--- src/rtl/dma_page_writer_pkg.sv ---
// dma_page_writer_pkg: shared constants and types for the
// SDRAM DMA page writer and its helpers.
package dma_page_writer_pkg;

    localparam int PAGE_WORDS = 256;
    localparam int PAGE_AW    = 8;

    localparam logic SEL_A = 1'b1;
    localparam logic SEL_B = 1'b0;

    typedef enum logic [1:0] {
        R_IDLE,
        R_REQ,
        R_WAIT_LOW
    } req_state_t;

endpackage

--- src/rtl/dma_page_writer_if.sv ---
// dma_page_writer_if: job control, word stream, line-buffer write
// port and SDRAM arbiter handshake of the DMA page writer.
interface dma_page_writer_if #(
    parameter int ADDR_W = 14
);
    logic              start;
    logic [ADDR_W-1:0] base_page;
    logic [ADDR_W-1:0] page_count;
    logic              in_valid;
    logic [15:0]       in_data;
    logic              in_ready;
    logic [15:0]       buf_wr_data;
    logic [7:0]        buf_wr_addr;
    logic              buf_wr_en_a;
    logic              buf_wr_en_b;
    logic              dma_req;
    logic [ADDR_W-1:0] dma_addr;
    logic              dma_a_b;
    logic              dma_ack;
    logic              is_dma;
    logic              done;

    modport master (
        input  start, base_page, page_count,
        input  in_valid, in_data, dma_ack,
        output in_ready, buf_wr_data, buf_wr_addr,
        output buf_wr_en_a, buf_wr_en_b,
        output dma_req, dma_addr, dma_a_b,
        output is_dma, done
    );

    modport slave (
        output start, base_page, page_count,
        output in_valid, in_data, dma_ack,
        input  in_ready, buf_wr_data, buf_wr_addr,
        input  buf_wr_en_a, buf_wr_en_b,
        input  dma_req, dma_addr, dma_a_b,
        input  is_dma, done
    );
endinterface

--- src/rtl/dma_page_writer_sync_ff.sv ---
// sync_ff: multi-flop synchroniser for a single-bit signal
// arriving from another clock domain.
module sync_ff #(
    parameter int STAGES = 2
) (
    input  logic clk,
    input  logic rst_n,
    input  logic d,
    output logic q
);
    logic [STAGES-1:0] sr;

    // shift the async input through the synchroniser chain
    always_ff @(posedge clk or negedge rst_n) begin
        if (!rst_n) sr <= '0;
        else        sr <= {sr[STAGES-2:0], d};
    end

    assign q = sr[STAGES-1];
endmodule

--- src/rtl/dma_page_writer.sv ---
// dma_page_writer: packs a word stream into ping-pong line-buffer pages
// and hands each full page to the SDRAM arbiter via a 4-phase req/ack.
module dma_page_writer
    import dma_page_writer_pkg::*;
#(
    parameter int ADDR_W      = 14,
    parameter int SYNC_STAGES = 2
) (
    input  logic              sys_clk,
    input  logic              sys_rst_n,
    dma_page_writer_if.master bus
);
    logic               is_dma_q, done_q;
    logic               dma_req_q, dma_a_b_q;
    logic [ADDR_W-1:0]  dma_addr_q;
    logic [ADDR_W-1:0]  base_q, count_q;
    logic [ADDR_W-1:0]  filled_q, issued_q, issued_inc;
    logic               fill_sel, req_sel;
    logic               full_a, full_b;
    logic [PAGE_AW-1:0] fill_cnt;
    logic               ack_s;
    logic               fill_full, req_full;
    logic               in_ready_c, accept, wrap;
    logic               job_start, launch, release_pg;
    req_state_t         state, state_nxt;

    sync_ff #(.STAGES(SYNC_STAGES)) u_ack_sync (
        .clk   (sys_clk),
        .rst_n (sys_rst_n),
        .d     (bus.dma_ack),
        .q     (ack_s)
    );

    assign fill_full  = (fill_sel == SEL_A) ? full_a : full_b;
    assign req_full   = (req_sel == SEL_A) ? full_a : full_b;
    assign in_ready_c = is_dma_q && !fill_full && (filled_q < count_q);
    assign accept     = bus.in_valid && in_ready_c;
    assign wrap       = accept && (int'(fill_cnt) == PAGE_WORDS - 1);
    assign job_start  = !is_dma_q && bus.start;
    assign issued_inc = issued_q + ADDR_W'(1);

    // request FSM state register
    always_ff @(posedge sys_clk or negedge sys_rst_n) begin
        if (!sys_rst_n) state <= R_IDLE;
        else            state <= state_nxt;
    end

    // request FSM next state; stale ack keeps us idle until it drops
    always_comb begin
        state_nxt  = state;
        launch     = 1'b0;
        release_pg = 1'b0;
        unique case (state)
            R_IDLE: begin
                if (is_dma_q && req_full && !ack_s) begin
                    state_nxt = R_REQ;
                    launch    = 1'b1;
                end
            end
            R_REQ: begin
                if (ack_s) state_nxt = R_WAIT_LOW;
            end
            R_WAIT_LOW: begin
                if (!ack_s) begin
                    state_nxt  = R_IDLE;
                    release_pg = 1'b1;
                end
            end
            default: state_nxt = R_IDLE;
        endcase
    end

    // request outputs: address and buffer held for the whole req phase
    always_ff @(posedge sys_clk or negedge sys_rst_n) begin
        if (!sys_rst_n) begin
            dma_req_q  <= 1'b0;
            dma_addr_q <= '0;
            dma_a_b_q  <= 1'b0;
        end else if (launch) begin
            dma_req_q  <= 1'b1;
            dma_addr_q <= base_q + issued_q;
            dma_a_b_q  <= (req_sel == SEL_A);
        end else if (state == R_REQ && ack_s) begin
            dma_req_q  <= 1'b0;
        end
    end

    // job control, fill counters and buffer ping-pong selects
    always_ff @(posedge sys_clk or negedge sys_rst_n) begin
        if (!sys_rst_n) begin
            is_dma_q <= 1'b0;
            done_q   <= 1'b0;
            base_q   <= '0;
            count_q  <= '0;
            filled_q <= '0;
            issued_q <= '0;
            fill_cnt <= '0;
            fill_sel <= SEL_A;
            req_sel  <= SEL_A;
        end else if (job_start) begin
            base_q   <= bus.base_page;
            count_q  <= bus.page_count;
            filled_q <= '0;
            issued_q <= '0;
            fill_cnt <= '0;
            fill_sel <= SEL_A;
            req_sel  <= SEL_A;
            is_dma_q <= (bus.page_count != '0);
            done_q   <= (bus.page_count == '0);
        end else begin
            done_q <= 1'b0;
            if (accept) fill_cnt <= fill_cnt + PAGE_AW'(1);
            if (wrap) begin
                fill_sel <= ~fill_sel;
                filled_q <= filled_q + ADDR_W'(1);
            end
            if (release_pg) begin
                req_sel  <= ~req_sel;
                issued_q <= issued_inc;
                if (issued_inc == count_q) begin
                    done_q   <= 1'b1;
                    is_dma_q <= 1'b0;
                end
            end
        end
    end

    // full flags: set by the filler, cleared by the requester
    always_ff @(posedge sys_clk or negedge sys_rst_n) begin
        if (!sys_rst_n) begin
            full_a <= 1'b0;
            full_b <= 1'b0;
        end else if (job_start) begin
            full_a <= 1'b0;
            full_b <= 1'b0;
        end else begin
            if (release_pg && req_sel == SEL_A)    full_a <= 1'b0;
            else if (wrap && fill_sel == SEL_A)    full_a <= 1'b1;
            if (release_pg && req_sel == SEL_B)    full_b <= 1'b0;
            else if (wrap && fill_sel == SEL_B)    full_b <= 1'b1;
        end
    end

    assign bus.in_ready    = in_ready_c;
    assign bus.buf_wr_data = accept ? bus.in_data : 16'h0000;
    assign bus.buf_wr_addr = fill_cnt;
    assign bus.buf_wr_en_a = accept && (fill_sel == SEL_A);
    assign bus.buf_wr_en_b = accept && (fill_sel == SEL_B);
    assign bus.dma_req     = dma_req_q;
    assign bus.dma_addr    = dma_addr_q;
    assign bus.dma_a_b     = dma_a_b_q;
    assign bus.is_dma      = is_dma_q;
    assign bus.done        = done_q;
endmodule
--- src/flat_wrapper.sv ---
// flat-port wrapper written by rule: the top's interface ports become plain ports
module dma_page_writer_flat import dma_page_writer_pkg::*;
#(
    parameter int ADDR_W      = 14,
    parameter int SYNC_STAGES = 2
)
  (sys_clk, sys_rst_n, bus_start, bus_base_page, bus_page_count, bus_in_valid, bus_in_data, bus_dma_ack, bus_in_ready, bus_buf_wr_data, bus_buf_wr_addr, bus_buf_wr_en_a, bus_buf_wr_en_b, bus_dma_req, bus_dma_addr, bus_dma_a_b, bus_is_dma, bus_done);
  dma_page_writer_if #(.ADDR_W(ADDR_W)) bus_i ();
  input  logic sys_clk;
  input  logic sys_rst_n;
  input wire logic [$bits(bus_i.start)-1:0] bus_start;
  input wire logic [$bits(bus_i.base_page)-1:0] bus_base_page;
  input wire logic [$bits(bus_i.page_count)-1:0] bus_page_count;
  input wire logic [$bits(bus_i.in_valid)-1:0] bus_in_valid;
  input wire logic [$bits(bus_i.in_data)-1:0] bus_in_data;
  input wire logic [$bits(bus_i.dma_ack)-1:0] bus_dma_ack;
  output wire logic [$bits(bus_i.in_ready)-1:0] bus_in_ready;
  output wire logic [$bits(bus_i.buf_wr_data)-1:0] bus_buf_wr_data;
  output wire logic [$bits(bus_i.buf_wr_addr)-1:0] bus_buf_wr_addr;
  output wire logic [$bits(bus_i.buf_wr_en_a)-1:0] bus_buf_wr_en_a;
  output wire logic [$bits(bus_i.buf_wr_en_b)-1:0] bus_buf_wr_en_b;
  output wire logic [$bits(bus_i.dma_req)-1:0] bus_dma_req;
  output wire logic [$bits(bus_i.dma_addr)-1:0] bus_dma_addr;
  output wire logic [$bits(bus_i.dma_a_b)-1:0] bus_dma_a_b;
  output wire logic [$bits(bus_i.is_dma)-1:0] bus_is_dma;
  output wire logic [$bits(bus_i.done)-1:0] bus_done;
  assign bus_i.start = bus_start;
  assign bus_i.base_page = bus_base_page;
  assign bus_i.page_count = bus_page_count;
  assign bus_i.in_valid = bus_in_valid;
  assign bus_i.in_data = bus_in_data;
  assign bus_i.dma_ack = bus_dma_ack;
  assign bus_in_ready = bus_i.in_ready;
  assign bus_buf_wr_data = bus_i.buf_wr_data;
  assign bus_buf_wr_addr = bus_i.buf_wr_addr;
  assign bus_buf_wr_en_a = bus_i.buf_wr_en_a;
  assign bus_buf_wr_en_b = bus_i.buf_wr_en_b;
  assign bus_dma_req = bus_i.dma_req;
  assign bus_dma_addr = bus_i.dma_addr;
  assign bus_dma_a_b = bus_i.dma_a_b;
  assign bus_is_dma = bus_i.is_dma;
  assign bus_done = bus_i.done;
  dma_page_writer #(.ADDR_W(ADDR_W), .SYNC_STAGES(SYNC_STAGES)) u_core (.sys_clk(sys_clk), .sys_rst_n(sys_rst_n), .bus(bus_i));
endmodule
--- config.mk ---
export PLATFORM = sky130hd
export DESIGN_NAME = dma_page_writer_flat
export DESIGN_NICKNAME = d
export VERILOG_FILES = /design/src/rtl/dma_page_writer_pkg.sv /design/src/rtl/dma_page_writer_if.sv /design/src/rtl/dma_page_writer_sync_ff.sv /design/src/rtl/dma_page_writer.sv /design/src/flat_wrapper.sv
export SDC_FILE = /design/constraint.sdc
export NUM_CORES = 1
export LEC_CHECK = 0
export CAP_MARGIN = 40
export CORE_AREA = 3 3 136 124
export CTS_BUF_LIST = sky130_fd_sc_hd__clkbuf_4 sky130_fd_sc_hd__clkbuf_8
export DETAILED_ROUTE_END_ITERATION = 10
export DIE_AREA = 0 0 139 127
export SYNTH_ARGS = -nofsm -noshare
export SYNTH_HDL_FRONTEND = slang
export SYNTH_SLANG_ARGS = --single-unit
--- constraint.sdc ---
create_clock -name sys_clk -period 2.26 [get_ports sys_clk]
set_input_delay 0.339 -clock sys_clk [delete_from_list [all_inputs] [get_ports sys_clk]]
set_output_delay 0.339 -clock sys_clk [all_outputs]
set_load 0.05 [all_outputs]
==> flow_metrics.tcl, run 1 <==
set metrics [dict create \
    status "finished with violations" \
    failed_checks "negative setup slack" \
    finalPower_mw 4.42 \
    maxCapViolations 0 \
    avgSynthCellArea_um2 8.88 \
    yosysWarnings 0 \
    grt_overflow 0 \
    synth_top_area_cell "dfrtp_1" \
    vias 5271 \
    rows 43 \
    postRouteAntennaNets 0 \
    core_um2 15500 \
    final_nets 886 \
    reg2regPathDepth 10 \
    hold_path.class "register to register" \
    track_usage_pct 19.1 \
    ys_top_cells_by_count "nand2_1, dfrtp_1, o21ai_0" \
    synth_cell_type_count 60 \
    die_area_um2 17700 \
    initial_core_util_pct 34.9 \
    portBuffers 93 \
    ios 94 \
    drc 0 \
    cts_buffers 9 \
    gp_congestion 0.864 \
    clkSlewWorstSetupHoldPaths_ns 0.10 \
    drt_first_pass_iters 4 \
    wl_um 16800 \
    antennaDiodeCount 0 \
    synth-compound-area-share_pct 16.5 \
    antenna_found_initial 0 \
    power_density_nw_per_um2 515 \
    yosysSeqAreaShare_pct 41.7 \
    synthMuxAreaShare_pct 0.994 \
    cp-start-kind "register" \
    vdd_drop_max_uv 719 \
    synthArstFlopShare_pct 100 \
    synth_seq_cells 90 \
    worst_pin_slew_ns 0.561 \
    synth_cells 609 \
    grt_pass1_wl_um 27700 \
    synth_top_flop_cell "dfrtp_1" \
    hpwl_um 12000 \
    synthAdderAreaFrac_pct 7.08 \
    synth_area_um2 5410 \
    critPathKind "register to output port" \
    max_slew_margin_pct 62.6 \
    holdPathEnd "u_core.u_ack_sync.sr[1]" \
    avgViaCountPerCell 5.20 \
    cts.htree.levels 3 \
    cts_root_buf "clkbuf_8" \
    fmax_ghz 0.365 \
    worstHoldPathCells 0 \
    netlist.area_leader.share_pct 40.7 \
    finClkSkew_ns 0.0120 \
    end_kind "output port" \
    grt_max_degree 58 \
    hold_viol 0 \
    cts_tree "done" \
    preCtsSetupSlack_ns -0.117 \
    routedWlPerCell_um 16.6 \
    netlist_top_cells_area "dfrtp_1, nand2_1, ha_1" \
    synth.net_count 688 \
    p_leak_nw 3.80 \
    clk_latency_ns 0.37 \
    worstHoldStart "u_core.u_ack_sync.sr[0]" \
    synth_simple_gate_area_share_pct 23.3 \
    arrival_ns 2.40 \
    cts.sinks 90 \
    final_util_pct 55.4 \
    synth_edf_count 0 \
    r2r_end "u_core.filled_q[8]" \
    synth_top_family_by_area "simple AND/OR/NAND/NOR gates" \
    synth.most_common_cell "nand2_1" \
    min_period_ns 2.74 \
    holdWs_ns 0.358 \
    drt-initial-drc-count 235 \
    synthToLayoutAreaGrowth_pct 58.6 \
    critPathRequiredTime_ns 1.92 \
    finalCritPeriodShare_pct 121 \
    grt_setup_unrepaired "yes" \
    synth_xor_area_share_pct 6.80 \
    fp.dieW_um 139 \
    fillers 1342 \
    setup_viol 43 \
    r2r_slack_ns -0.29 \
    fp.dieH_um 127 \
    fin_ws_ns -0.478 \
    drv_slew 0 \
    r2r-start "u_core.filled_q[11]" \
    grt_pass1_vias 5446 \
    clock_path_buffers 2 \
    drive_gt1_share_pct 32.5 \
    cp_max_fo 5 \
]
what timing repair did:
item                                    4_1_cts  5_1_grt
setup buffers                                13       17
pin swaps                                    52       28
gates resized for setup                      46       70
endpoints found under the hold margin        36        0
hold buffers                                  1        0
endpoints found under the setup margin       44       52
cloned                                        5        0
cell families after synthesis:
family	count (synthesis)
XOR/XNOR	42
adder cells (fa/ha/maj)	30
AO/OA/AOI/OAI	134
AND/OR/NAND/NOR	256
buffers and inverters	52
multiplexers	5
flip-flops	90
report_power, final:
group          internal [mW]  switching, mW
logic                  0.607          0.703
clock network          0.655          0.619
registers               1.71          0.124
metal layers:
metal  share of wire, %  global-route usage (%)
met1                 42                    23.7
met2                 52                    33.6
met3                4.5                    4.90
met4                1.4                    4.72
met5                  0                       0
how the worst max path moves through the flow:
stage	start	depth (start not counted)	slack, ns	to
floorplan	u_core.count_q[7]	9	-0.03	bus_buf_wr_en_b
global placement	u_core.count_q[5]	9	-0.13	bus_buf_wr_data[4]
detailed placement	u_core.count_q[5]	9	-0.12	bus_buf_wr_data[2]
CTS	u_core.filled_q[7]	10	-0.51	bus_buf_wr_en_a
global route	u_core.filled_q[5]	9	-0.59	bus_buf_wr_data[11]
finish	u_core.filled_q[11]	10	-0.48	bus_buf_wr_data[10]
per-stage QoR:
step | cells | instance area [µm²] | setup TNS (ns)
floorplan | 609 | 5500 | -0.0262
global placement | 967 | 7490 | -3.11
detailed placement | 967 | 7490 | -2.96
CTS | 1000 | 8200 | -11.52
global route | 1014 | 8580 | -16.48
finish | 1014 | 8580 | -11.40
cell type report:
| class | count | area [µm²] | area share [%] |
|---|---|---|---|
| clock inverter | 6 | 90.1 | 1.05 |
| timing repair buffer | 214 | 2250 | 26.2 |
| inverter | 25 | 93.8 | 1.09 |
| clock buffer | 10 | 138 | 1.60 |
| tap | 202 | 253 | 2.95 |
| sequential | 90 | 2260 | 26.3 |
| multi-input combinational | 467 | 3500 | 40.8 |
cell usage in the layout, fill, tap and decap left out, types with 3 or more instances in the layout:
cell type | Yosys | routed
or4_1 | 15 | 6
o211ai_1 | 10 | 10
o31ai_1 | 10 | 7
clkdlybuf4s50_1 | 0 | 73
clkbuf_8 | 0 | 10
o21ai_0 | 35 | 29
nor4_1 | 8 | 5
nor3_1 | 11 | 9
nor4_4 | 0 | 3
or3_1 | 8 | 7
xor2_1 | 15 | 14
a2111oi_4 | 0 | 3
nand2_1 | 113 | 108
inv_1 | 25 | 21
and3_1 | 6 | 5
dfrtp_2 | 0 | 3
inv_2 | 0 | 4
a21o_1 | 6 | 6
nor2b_1 | 5 | 3
and2_4 | 0 | 17
a21oi_2 | 0 | 12
or4_4 | 0 | 9
nor2_1 | 32 | 30
ha_4 | 0 | 8
a211o_1 | 4 | 4
nand2_2 | 0 | 5
buf_6 | 0 | 14
o21ai_1 | 5 | 7
nand3_1 | 16 | 15
nand4_1 | 7 | 7
o21ai_2 | 0 | 4
buf_12 | 0 | 23
o21a_1 | 8 | 8
ha_1 | 29 | 20
buf_4 | 0 | 96
buf_16 | 0 | 3
a21oi_1 | 28 | 16
dfrtp_1 | 88 | 85
xnor2_1 | 27 | 25
sequential cells by signal (all words and copies together), names as in the netlist, 2 cells and up:
name	flops
u_core.base_q	14
u_core.bus.dma_addr	14
u_core.count_q	14
u_core.filled_q	14
u_core.issued_q	14
u_core.bus.buf_wr_addr	8
u_core.state	2
u_core.u_ack_sync.sr	2
worst max-delay path, stage by stage, from the launching register on:
cell and delay (ns):
dfrtp_1 0.43, ha_4 0.26, a21o_1 0.20, a21oi_2 0.18, o211a_1 0.18, buf_4 0.11, o211a_4 0.17, buf_12 0.12
buf_16 0.10, and2_4 0.14, buf_12 0.13
Power figures use the tool's default switching activity.
==> inputs of run 2 (changes only) <==
--- a/config.mk
+++ b/config.mk
@@ -5,11 +5,12 @@
 export SDC_FILE = /design/constraint.sdc
 export NUM_CORES = 1
 export LEC_CHECK = 0
+export ABC_AREA = 1
 export CAP_MARGIN = 40
-export CORE_AREA = 3 3 136 124
+export CORE_AREA = 3 3 138 127
 export CTS_BUF_LIST = sky130_fd_sc_hd__clkbuf_4 sky130_fd_sc_hd__clkbuf_8
 export DETAILED_ROUTE_END_ITERATION = 10
-export DIE_AREA = 0 0 139 127
+export DIE_AREA = 0 0 141 130
 export SYNTH_ARGS = -nofsm -noshare
 export SYNTH_HDL_FRONTEND = slang
 export SYNTH_SLANG_ARGS = --single-unit
==> run 2 against run 1 <==
  * The run still ends with negative setup slack left
  * Clock skew decreased by 0.00070 ns
  * Register-to-register slack improved by 0.30 ns
  * Design area decreased by 8.9%
  * First-iteration DRC count increased by 8.5%
  * Hold slack about the same
==> flow_metrics.tcl, run 2 <==
set metrics [dict create \
    clkSlewWorstSetupHoldPaths_ns 0.09 \
    p_switching_mw 3.07 \
    drv_slew 0 \
    netlist_top_cells_area "dfrtp_1, nand2_1, nand3_1" \
    cts_tree "done" \
    critPathKind "register to output port" \
    antenna_found_initial 0 \
    fin_ws_ns -0.291 \
    track_usage_pct 17.7 \
    drc 0 \
    cp-start-kind "register" \
    hpwl_um 12000 \
    final_common_cell "nand2_1" \
    arrival_ns 2.21 \
    synth_cell_type_count 38 \
    min_period_ns 2.55 \
    place_area_um2 7290 \
    grt_max_degree 57 \
    synthArstFlopShare_pct 100 \
    fin_tns_setup_ns -5.00 \
    vias 5455 \
    fin_cells 1132 \
    cp_top_family "simple AND/OR/NAND/NOR gates" \
    swShare_pct 45.0 \
    ios 94 \
    holdWs_ns 0.358 \
    maxCapViolations 0 \
    setup_viol 19 \
    crit_path_cell_trace "ha_1 -> a21oi_1 -> o21a_1 -> nand2_1 -> nand2_1 -> nand3_2 -> nor2_4 -> buf_12 -> inv_16 -> nor2_4 -> buf_12" \
    synthToLayoutAreaGrowth_pct 39.1 \
    finClkSkew_ns 0.0113 \
    drive_gt1_share_pct 14.9 \
    fin_area_um2 7820 \
    grt_setup_unrepaired "yes" \
    multi_input_area_um2 3140 \
    initial_core_util_pct 34.8 \
    seqCellArea_um2 2250 \
    yosysSeqAreaShare_pct 40.1 \
    final_cell_mix "nand2_1, dfrtp_1, inv_1, nand3_1, clkdlybuf4s50_1" \
    cts.htree.levels 3 \
    internal-power_mw 3.75 \
    drt_first_pass_iters 4 \
    cts.sinks 90 \
    drt-initial-drc-count 255 \
    finalPower_mw 6.82 \
    cts_root_buf "clkbuf_8" \
    grt_overflow 0 \
    portBuffers 93 \
    die_area_um2 18300 \
    postRouteAntennaNets 0 \
    synth_area_um2 5620 \
    max_slew_margin_pct 65.5 \
    final_nets 999 \
    clkPwrFrac_pct 17.0 \
    slowest_stage "dfrtp_1" \
    core_um2 16100 \
    end_kind "output port" \
    synth_seq_cells 90 \
    clock_path_buffers 2 \
    gp_congestion 0.854 \
    fp.dieH_um 130 \
    synth_edf_count 0 \
    fmax_ghz 0.392 \
    synth_top_flop_cell "dfrtp_1" \
    status "finished with violations" \
    yosysWarnings 0 \
    place_inst 1102 \
    routedWlPerCell_um 14.0 \
    grt_pass1_vias 5059 \
    p_seq_share_pct 33.3 \
    synth_cells 778 \
    wl_um 15800 \
    fillers 1606 \
    avgViaCountPerCell 4.82 \
    netlist.area_leader.share_pct 39.2 \
    cpPeakStageDelay_ns 0.39 \
    failed_checks "negative setup slack" \
    synth_top_area_cell "dfrtp_1" \
    synth.net_count 857 \
    path_buf_inv 3 \
    clk_latency_ns 0.38 \
    power_density_nw_per_um2 873 \
    rows 44 \
    comb_power_share_pct 49.7 \
    cts_buffers 9 \
    finalCritPeriodShare_pct 113 \
    hold_viol 0 \
    avgSynthCellArea_um2 7.22 \
    worst_pin_slew_ns 0.517 \
    hold_path.class "register to register" \
    grt_pass1_wl_um 26000 \
    ys_top_cells_by_count "nand2_1, dfrtp_1, inv_1" \
    cp_max_fo 9 \
    antennaDiodeCount 0 \
    p_leak_nw 3.81 \
    synth.most_common_cell "nand2_1" \
    critPathRequiredTime_ns 1.92 \
    vdd_drop_max_uv 658 \
    fp.dieW_um 141 \
]
==> run 2: cell count changes in the layout (fill, tap and decap cells not counted), sizes merged, moves of 8 or more <==
| cell | before | now |
|---|---|---|
| xnor2 | 27 | 7 |
| o22ai | 1 | 11 |
| and2 | 19 | 1 |
| inv | 25 | 92 |
| or3 | 8 | 0 |
| nand4 | 8 | 18 |
| nand3 | 17 | 74 |
| nor2 | 32 | 82 |
| buf | 138 | 75 |
| nand2 | 113 | 239 |
| o31ai | 10 | 0 |
| o211ai | 10 | 0 |
| o21ai | 40 | 48 |
| or4 | 15 | 0 |
==> run 2: logic make-up after synthesis <==
logic type / synth area share, %
AOI/OAI and AO/OA: 8.91
xor gates and xnor gates: 4.05
adders and majority gates: 6.81
buffers and inverters: 7.72
and+or+nand+nor: 32.4
DFF: 40.1
==> run 2: final cells by class <==
class,count,area share (%)
clock buffer,10,1.76
inverter,90,4.56
tap,207,3.31
multi-input combinational,578,40.2
timing repair inverter,2,0.256
timing repair buffer,149,20.2
clock inverter,6,0.832
sequential,90,28.8
==> run 2: final timing paths <==
path | depth (start not counted) | to | from | slack [ns]
worst max-delay path | 11 | bus_buf_wr_data[2] | u_core.filled_q[5] | -0.29
worst min-delay path | 0 | u_core.u_ack_sync.sr[1] | u_core.u_ack_sync.sr[0] | 0.36
worst max register to register | 13 | u_core.filled_q[1] | u_core.filled_q[5] | 0.01
worst min register to register | 0 | u_core.u_ack_sync.sr[1] | u_core.u_ack_sync.sr[0] | 0.36
max in group asynchronous | 3 | u_core.base_q[6] | sys_rst_n | 1.14
min in group asynchronous | 2 | u_core.u_ack_sync.sr[0] | sys_rst_n | 0.47
==> run 2: timing repair <==
action | CTS | global route
gates resized for setup | 25 | 30
setup endpoints to repair | 19 | 40
buffers inserted | 3 | 8
gates cloned | 2 | 0
pin swaps | 2 | 7
hold endpoints to repair | 33 | 0
hold buffers | 1 | 0
==> run 2: layer usage <==
metal / routed length (µm) / global-route usage (%)
met3: 634 / 3.19
met1: 7500 / 24.6
met4: 227 / 4.39
met5: 0 / 0
met2: 7490 / 28.7
==> run 2: power by group through the flow <==
stage               clock network, mW  logic (mW)  registers [mW]
global placement                    0        3.23            2.30
finish                           1.16        3.39            2.27
detailed placement                  0        3.23            2.30
floorplan                           0        1.49            2.86
global route                     1.26        3.69            2.33
CTS                              1.20        3.32            2.28
==> run 2: through the flow <==
step                      setup slack (ns)  utilization [%]
after global routing                -0.367             48.5
after global placement              0.0294             45.2
after CTS                           -0.295             47.3
after floorplan                     -0.191                -
final                               -0.291             48.5
after detailed placement           -0.0743             45.2
==> inputs of run 3 (changes only) <==
--- a/config.mk
+++ b/config.mk
@@ -11,6 +11,7 @@
 export CTS_BUF_LIST = sky130_fd_sc_hd__clkbuf_4 sky130_fd_sc_hd__clkbuf_8
 export DETAILED_ROUTE_END_ITERATION = 10
 export DIE_AREA = 0 0 141 130
+export HOLD_SLACK_MARGIN = 0.15
 export SYNTH_ARGS = -nofsm -noshare
 export SYNTH_HDL_FRONTEND = slang
 export SYNTH_SLANG_ARGS = --single-unit
==> results of run 3 <==
No change in the layout: final DEF, timing and power equal those of run 2.
